$ cat src/rtl/cp0_timer_intc.sv
// rtl/cp0_timer_intc.sv - CP0 Count/Compare timer and prioritised interrupt-pending controller
//
// Purpose: prescaled Count, CMP_NUM sticky compare channels, stall-holding
// hardware interrupt sampling into Cause.IP, and a registered interrupt
// request with a priority-encoded vector toward the exception stage.
//
// Optional feature macro: CP0_INT_SYNC_EN
//   defined   - hw_int_i passes through a SYNC_STAGES-flop synchroniser
//   undefined - hw_int_i is sampled directly (sources synchronous to clk)
//
// Ports:
//   clk, rst_n         clock, asynchronous active-low reset
//   we_i, waddr_i,     CP0 write strobe, register number (9 COUNT, 11 COMPARE),
//   sel_i, wdata_i     compare channel select, write data
//   hw_int_i           asynchronous level interrupts, mapped to IP[2+i]
//   stall_i            freezes IP sampling
//   status_ie_i,       Status.IE, Status.EXL, Status.IM
//   status_exl_i,
//   status_im_i
//   ip_sw_i            software interrupt bits Cause.IP[1:0]
//   count_o            Count
//   compare_o          compare channels, channel k at [32k+31:32k]
//   cause_ip_o         Cause.IP[7:0]
//   timer_int_o        OR of all compare pending bits
//   int_req_o          registered interrupt request
//   int_vec_o          registered index of highest pending and enabled IP bit

module cp0_timer_intc #(
   parameter int HW_INT_NUM  = 6,
   parameter int CMP_NUM     = 1,
   parameter int COUNT_DIV   = 1,
   parameter int SYNC_STAGES = 2
) (
   input  logic                    clk,
   input  logic                    rst_n,
   input  logic                    we_i,
   input  logic [4:0]              waddr_i,
   input  logic [2:0]              sel_i,
   input  logic [31:0]             wdata_i,
   input  logic [HW_INT_NUM-1:0]   hw_int_i,
   input  logic                    stall_i,
   input  logic                    status_ie_i,
   input  logic                    status_exl_i,
   input  logic [7:0]              status_im_i,
   input  logic [1:0]              ip_sw_i,
   output logic [31:0]             count_o,
   output logic [32*CMP_NUM-1:0]   compare_o,
   output logic [7:0]              cause_ip_o,
   output logic                    timer_int_o,
   output logic                    int_req_o,
   output logic [2:0]              int_vec_o
);

   localparam int              DIV_W    = (COUNT_DIV > 1) ? $clog2(COUNT_DIV) : 1;
   localparam logic [DIV_W-1:0] DIV_LAST = DIV_W'(COUNT_DIV - 1);

   logic [DIV_W-1:0]             div_cnt_q, div_cnt_d;
   logic [31:0]                  count_q, count_d;
   logic [CMP_NUM-1:0][31:0]     compare_q, compare_d;
   logic [CMP_NUM-1:0]           pend_q, pend_d;
   logic [5:0]                   ip_hw_q, ip_hw_d;
   logic                         int_req_q, int_req_d;
   logic [2:0]                   int_vec_q, int_vec_d;

   logic                         tick;
   logic                         wr_count;
   logic                         wr_cmp;
   logic                         timer_int;
   logic [HW_INT_NUM-1:0]        hw_s;
   logic [5:0]                   hw_ext;
   logic [7:0]                   masked;
   logic [2:0]                   vec;
   logic                         req;

   assign tick     = (div_cnt_q == DIV_LAST);
   assign wr_count = we_i && (waddr_i == 5'd9);
   assign wr_cmp   = we_i && (waddr_i == 5'd11);

   // A COUNT write restarts the prescaler so the next tick is a full period away.
   always_comb begin
      div_cnt_d = div_cnt_q + 1'b1;
      count_d   = count_q;
      if (tick) begin
         div_cnt_d = '0;
         count_d   = count_q + 32'd1;
      end
      if (wr_count) begin
         div_cnt_d = '0;
         count_d   = wdata_i;
      end
   end

   // The write clear is tested first so it beats a same-cycle match.
   always_comb begin
      compare_d = compare_q;
      pend_d    = pend_q;
      for (int k = 0; k < CMP_NUM; k++) begin
         if (wr_cmp && (sel_i == 3'(k))) begin
            compare_d[k] = wdata_i;
            pend_d[k]    = 1'b0;
         end else if ((count_q == compare_q[k]) && (compare_q[k] != 32'd0)) begin
            pend_d[k] = 1'b1;
         end
      end
   end

   assign timer_int = |pend_q;

`ifdef CP0_INT_SYNC_EN
   logic [SYNC_STAGES-1:0][HW_INT_NUM-1:0] sync_q;

   always_ff @(posedge clk or negedge rst_n) begin
      if (!rst_n) begin
         sync_q <= '0;
      end else begin
         sync_q <= {sync_q[SYNC_STAGES-2:0], hw_int_i};
      end
   end

   assign hw_s = sync_q[SYNC_STAGES-1];
`else
   assign hw_s = hw_int_i;
`endif

   // Lines beyond HW_INT_NUM read as zero; the timer shares IP[7] with line 5.
   always_comb begin
      hw_ext                 = '0;
      hw_ext[HW_INT_NUM-1:0] = hw_s;
      ip_hw_d                = stall_i ? ip_hw_q : {hw_ext[5] | timer_int, hw_ext[4:0]};
   end

   assign cause_ip_o = {ip_hw_q, ip_sw_i};
   assign masked     = cause_ip_o & status_im_i;
   assign req        = status_ie_i & ~status_exl_i & (|masked);

   // Ascending scan so the highest-numbered set bit wins.
   always_comb begin
      vec = 3'd0;
      for (int i = 0; i < 8; i++) begin
         if (masked[i]) begin
            vec = 3'(i);
         end
      end
      int_req_d = req;
      int_vec_d = req ? vec : 3'd0;
   end

   always_ff @(posedge clk or negedge rst_n) begin
      if (!rst_n) begin
         div_cnt_q <= '0;
         count_q   <= '0;
         compare_q <= '0;
         pend_q    <= '0;
         ip_hw_q   <= '0;
         int_req_q <= 1'b0;
         int_vec_q <= 3'd0;
      end else begin
         div_cnt_q <= div_cnt_d;
         count_q   <= count_d;
         compare_q <= compare_d;
         pend_q    <= pend_d;
         ip_hw_q   <= ip_hw_d;
         int_req_q <= int_req_d;
         int_vec_q <= int_vec_d;
      end
   end

   assign count_o     = count_q;
   assign compare_o   = compare_q;
   assign timer_int_o = timer_int;
   assign int_req_o   = int_req_q;
   assign int_vec_o   = int_vec_q;

endmodule
$ cat config.mk
export PLATFORM = sky130hd
export DESIGN_NAME = cp0_timer_intc
export DESIGN_NICKNAME = d
export VERILOG_FILES = /design/src/rtl/cp0_timer_intc.sv
export SDC_FILE = /design/constraint.sdc
export NUM_CORES = 1
export LEC_CHECK = 0
export BUFFER_PORTS_ARGS = -buffer_cell sky130_fd_sc_hd__buf_2
export CELL_PAD_IN_SITES_DETAIL_PLACEMENT = 0
export CELL_PAD_IN_SITES_GLOBAL_PLACEMENT = 2
export CORE_AREA = 2 2 111 113
export CTS_BUF_LIST = sky130_fd_sc_hd__clkbuf_8
export DETAILED_ROUTE_END_ITERATION = 7
export DIE_AREA = 0 0 113 115
export PLACE_DENSITY_LB_ADDON = 0.05
export SLEW_MARGIN = 40
export SYNTH_ARGS = -nofsm -noshare
export SYNTH_HDL_FRONTEND = slang
export SYNTH_SLANG_ARGS = --single-unit
$ cat constraint.sdc
create_clock -name clk -period 5.45 [get_ports clk]
set_input_delay 1.635 -clock clk [delete_from_list [all_inputs] [get_ports clk]]
set_output_delay 1.635 -clock clk [all_outputs]
set_load 0.02 [all_outputs]
==> results by group, run 1 <==
Timing
  • Slew Limit Headroom: 52.6%
  • Pins Over Slew Limit: 0
  • Setup_tns: 0 ns
  • RSZ-0062 raised after global routing: no
  • Final worst-path cycle share: 64.7%
  • Worst hold margin: 0.516 ns
  • Worst Tran Pin Value: 0.711 ns
  • Achievable clock frequency: 0.283 GHz
  • Final min period: 3.53 ns
  • Final Worst Setup Slack: 1.92 ns
  • # setup viols final: 0
  • Final clock skew: 0.0105 ns
  • Final Hold Vio Count: 0

Setup path
  • R2R Path End: count_o[18]
  • Critical path depth in cells: 2
  • Slowest-stage cell, CP: buf_2
  • Crit end category: output pin
  • Cell family with most CP delay: buffers and inverters
  • Worst Path Arrival: 1.89 ns
  • Critical Path RT: 3.82 ns
  • Crit Path Category: input port to output pin
  • Top cell by count, worst path: buf_2
  • Setup crit start: ip_sw_i[1]
  • Reg2reg setup slack: 3.37 ns
  • Worst-path cell chain: buf_2, buf_2
  • Worst r2r src: count_o[0]
  • Worst-path fanout max: 3
  • CP bufs+invs: 2
  • Worst reg-to-reg path cell count: 6
  • Worst stage delay on the critical path: 0.15 ns
  • CP startpoint kind: input port

Synth
  • Unique masters post-synth: 38
  • Net Count, Synth: 428
  • Yosys top cell area share: 48.1%
  • Mapped Area: 0.00390 mm2
  • Yosys warnings: 0
  • Register area share after synthesis: 48.1%
  • Number of synthesized register bits: 75
  • Synth area leader: dfrtp_1
  • Mean Syn Cell Area: 10.7 um2
  • Ranking of synthesized cells by area: dfrtp_1, mux2_2, xor2_1
  • Mapped Cells: 365

GRT
  • First-pass GRT wire length: 17.7 mm
  • Gr usage total: 17.8%
  • Largest net degree at the start of global routing: 76
  • Initial antenna violation count: 0
  • Gr ovfl total: 0
  • Vias in the first global route: 3210

Die
  • Die height: 115 um
  • IO Count: 139
  • Core Footprint: 0.0118 mm2
  • Rows: 40
  • Die area: 0.0130 mm2
  • Die Width: 113 um
  • Starting Density: 33.0%

Detailed routing
  • Vias per cell: 4.91
  • First-pass detailed-route iteration total: 6
  • Via Count: 3180
  • Wire per inst: 17.2 um
  • Routed Antenna Nets: 0
  • DR iter-0 viols: 119
  • DRC: 8
  • Final WL: 11.2 mm

Hold path
  • Worst Hold Endpoint: ip_hw_q[5]
  • Hold path depth: 2
  • Hold_sp: ip_hw_q[5]
  • Path category of the worst min-delay check: flop to flop

Clock tree
  • CTS buffer count: 9
  • Clock sink count: 75
  • Max Root-Sink Buffers: 2
  • Clk slew on worst S/H paths: 0.08 ns
  • CTS-repair resized insts: 0
  • Post-CTS Setup Bufs: 0
  • # H-tree levels: 3
  • CTS root buf: clkbuf_8
  • Skew-Pair Late Insertion Delay: 0.36 ns
  • CTS Hold Bufs: 0
  • CTS tree: yes

Final layout
  • Most frequent cells in the layout: buf_2, dfrtp_1, nor2_1, mux2_2, xor2_1
  • Most common cell after layout, fill and taps aside: buf_2
  • Area of the multi-input gates: 0.00188 mm2
  • Filler Cell Count: 1238
  • Ant diodes: 0
  • Post-layout util: 40.9%
  • Share of cells above drive strength 1: 39.5%
  • Design area: 0.00483 mm2
  • FF/Latch Area: 0.00188 mm2
  • Area Growth Syn to Fin: 23.8%
  • Final net count: 560

Place
  • Placement Cell Area: 0.00467 mm2
  • Pre-CTS setup slack: 1.92 ns
  • # port buffers: 138
  • GPL Wtd Cong: 0.744
  • DP HPWL: 8.22 mm

Status
  • Status: complete, but fails checks
  • Failing checks: DRC

Power and ir drop
  • Leakage: 2.37 nW
  • Cell area power density: 361 mW/mm2
  • Worst vdd ir: 0.195 mV

Job
  • Max-capacitance violation count: 0
worst min-delay path, delay by kind of cell, from the launching register on:
kind,cells,cell delay [ns]
simple gates,1,0.05
compound gates,1,0.06
flops,1,0.37
registers in the layout (all words and copies together) (netlist names):
name	flops
ip_hw_q	6
count_o	32
compare_o	32
timer_int_o	1
int_vec_o	3
int_req_o	1
metrics by stage:
stage | instances | total power, mW
after floorplan | 365 | 1.17
after global placement | 633 | 1.38
after detailed placement | 633 | 1.38
after CTS | 648 | 1.77
after global routing | 648 | 1.86
final | 648 | 1.74
report_power, final:
part / internal, mW / switching [mW]
Combinational: 0.235 / 0.330
Sequential: 0.647 / 0.152
Clock: 0.170 / 0.209
layer usage:
metal | vias up | global-route usage [%] | part of all wire [%] | routed length, um
li1 | 1541 | - | - | -
met1 | 1549 | 23.6 | 45 | 5050
met2 | 81 | 29.0 | 49 | 5430
met3 | 9 | 3.37 | 4.7 | 521
met4 | 0 | 6.75 | 1.4 | 155
met5 | - | 0 | 0 | 0
cells by family (layout without fill, tap and decap cells):
group / count (synthesis) / count (layout) / share of synthesized area (%)
simple gates: 123 / 123 / 17.0
flops: 75 / 75 / 48.1
xor+xnor: 62 / 62 / 13.9
compound gates: 40 / 40 / 5.58
mux: 39 / 39 / 11.3
buf+inv: 25 / 161 / 3.82
fa+ha+maj: 1 / 1 / 0.321
Yosys cell counts (all sizes together):
cell and count:
and2 1, nand4 8, a22o 1, xor2 38
a22oi 1, nor4b 1, nor2 40, nand2 14
xnor2 24, a221oi 1, inv 6, o21ai 2
nor3 13, nand3 15, nor4 17, mux2 39
nor4bb 1, or3 1, and3 5, o21a 1
a21oi 32, buf 7, ha 1, a32oi 1
clkbuf 12, dfrtp 75, and4 5, nand3b 2
a31oi 1
worst max path at each step:
stage / endpoint
after detailed placement: cause_ip_o[1]
after global routing: cause_ip_o[0]
after CTS: cause_ip_o[1]
after global placement: cause_ip_o[1]
final: cause_ip_o[1]
after floorplan: cause_ip_o[0]
area by class of cell:
type	count	share of cell area, %
Multi-Input combinational cell	265	38.8
Clock buffer	10	2.85
Tap cell	147	3.81
Timing Repair Buffer	140	14.7
Inverter	6	0.466
Sequential cell	75	38.8
Clock inverter	5	0.466
Note: power is estimated with default switching activity, not from simulation.
==> run 2: changes to the inputs <==
- CORE_AREA: 2 2 111 113 -> 2 2 122 124
- DIE_AREA: 0 0 113 115 -> 0 0 124 126
- clock period: 5.45 -> 3.1 ns (I/O delays scaled with it)
==> run 2 against run 1 <==
Compared with the run above:
- the run now ends clean
- sequential power up 76%
- cell area up 2.4%
- hold slack worse by 0.016 ns
- via count up 1.0%
- first-iteration DRC count down 21%
- combinational power up 77%
- wire length up 6.1%
- setup slack worse by 0.94 ns
- critical path depth unchanged
- sequential share of layout area down 0.89 points
==> results by group, run 2 (synthesized netlist as in run 1, its figures left out) <==
GRT
  • First-pass GRT wire length: 18.6 mm
  • Initial antenna violation count: 0
  • Largest net degree at the start of global routing: 63
  • Gr ovfl total: 0
  • Gr usage total: 16.0%
  • Vias in the first global route: 3369

Place
  • Placement Cell Area: 0.00475 mm2
  • Pre-CTS setup slack: 0.786 ns
  • GPL Wtd Cong: 0.696
  • DP HPWL: 8.86 mm
  • # port buffers: 138

Timing
  • Slew Limit Headroom: 61.4%
  • Final clock skew: 0.0134 ns
  • Pins Over Slew Limit: 0
  • Setup_tns: 0 ns
  • Final Worst Setup Slack: 0.980 ns
  • Achievable clock frequency: 0.472 GHz
  • Final worst-path cycle share: 68.4%
  • RSZ-0062 raised after global routing: no
  • Final Hold Vio Count: 0
  • Final min period: 2.12 ns
  • # setup viols final: 0
  • Worst Tran Pin Value: 0.574 ns

Final layout
  • Area Growth Syn to Fin: 26.7%
  • Filler Cell Count: 1535
  • Area of the multi-input gates: 0.00188 mm2
  • Share of cells above drive strength 1: 40.2%
  • Final net count: 561
  • FF/Latch Area: 0.00188 mm2
  • Design area: 0.00495 mm2
  • Ant diodes: 0
  • Most common cell after layout, fill and taps aside: buf_2
  • Most frequent cells in the layout: buf_2, dfrtp_1, nor2_1, mux2_2, xor2_1

Setup path
  • Cell family with most CP delay: buffers and inverters
  • Top cell by count, worst path: buf_2
  • Worst stage delay on the critical path: 0.15 ns
  • CP startpoint kind: input port
  • Crit end category: output pin
  • Critical path depth in cells: 2
  • Reg2reg setup slack: 1.03 ns
  • CP bufs+invs: 2
  • Critical Path RT: 2.17 ns
  • Crit Path Category: input port to output pin
  • Worst reg-to-reg path cell count: 6
  • Slowest-stage cell, CP: buf_2
  • Worst-path fanout max: 3
  • R2R Path End: count_o[18]
  • Worst-path cell chain: buf_2, buf_2
  • Worst Path Arrival: 1.19 ns
  • Worst r2r src: count_o[0]

Hold path
  • Path category of the worst min-delay check: input port to asynchronous set/reset pin

Detailed routing
  • Vias per cell: 4.68
  • DRC: 0
  • First-pass detailed-route iteration total: 4
  • Final WL: 11.8 mm
  • DR iter-0 viols: 94
  • Routed Antenna Nets: 0
  • Wire per inst: 17.2 um
  • Via Count: 3212

Clock tree
  • Clk slew on worst S/H paths: 0.09 ns
  • CTS root buf: clkbuf_8
  • CTS tree: yes
  • CTS-repair resized insts: 0
  • Clock sink count: 75
  • Max Root-Sink Buffers: 2
  • Skew-Pair Late Insertion Delay: 0.37 ns
  • Post-CTS Setup Bufs: 0
  • CTS Hold Bufs: 0
  • CTS buffer count: 9
  • # H-tree levels: 3

Die
  • IO Count: 139
  • Rows: 44
  • Starting Density: 27.3%
  • Die height: 126 um
  • Die area: 0.0156 mm2
  • Die Width: 124 um
  • Core Footprint: 0.0143 mm2

Power and ir drop
  • Cell area power density: 644 mW/mm2
  • Worst vdd ir: 0.225 mV
  • Leakage: 2.39 nW

Job
  • Max-capacitance violation count: 0

Status
  • Status: complete, no violations
## run 2: changes by cell type in the layout (fill, tap and decap cells not counted), sizes merged
| cell | change |
|---|---|
| inv | -2 |
| clkbuf | +3 |
| buf | +1 |
| clkinvlp | +2 |
| clkinv | -2 |
## run 2: power breakdown
group / switching, mW / internal [mW] / leakage (nW)
Clock: 0.398 / 0.377 / 0.0977
Combinational: 0.584 / 0.416 / 1.37
Sequential: 0.273 / 1.14 / 0.924
## run 2: worst max-delay path by stage
| stage | startpoint | to | slack (ns) |
|---|---|---|---|
| 3_5_place_dp | waddr_i[2] | compare_o[5] | 0.79 |
| 6_report | ip_sw_i[1] | cause_ip_o[1] | 0.98 |
| 3_3_place_gp | waddr_i[2] | compare_o[7] | 0.86 |
| 5_1_grt | count_o[0] | count_o[20] | 0.80 |
| 2_1_floorplan | waddr_i[2] | compare_o[0] | 0.94 |
| 4_1_cts | count_o[11] | count_o[11] | 0.97 |
## run 2: area by class of cell
type	count	share of cell area, %
clock buffers	13	3.62
clock inverters	3	0.405
inverters	6	0.455
multi-input cells	265	37.9
flip-flops and latches	75	37.9
well taps	184	4.65
repair buffers	141	15.0
## run 2: metrics by stage
step	std cells	hold WS (ns)	power [mW]	util, %
6_report	687	0.500	3.19	34.6
3_3_place_gp	671	0.501	2.45	33.2
3_5_place_dp	671	0.510	2.45	33.2
4_1_cts	687	0.499	3.25	34.6
2_1_floorplan	365	0.606	2.05	-
5_1_grt	687	0.515	3.40	34.6
## run 2: layer usage
layer	global-route usage, %	wire length [um]	vias up
met5	0	0	-
met4	6.15	233	0
met3	3.26	558	14
met2	24.9	5540	80
met1	21.7	5510	1567
li1	-	-	1551
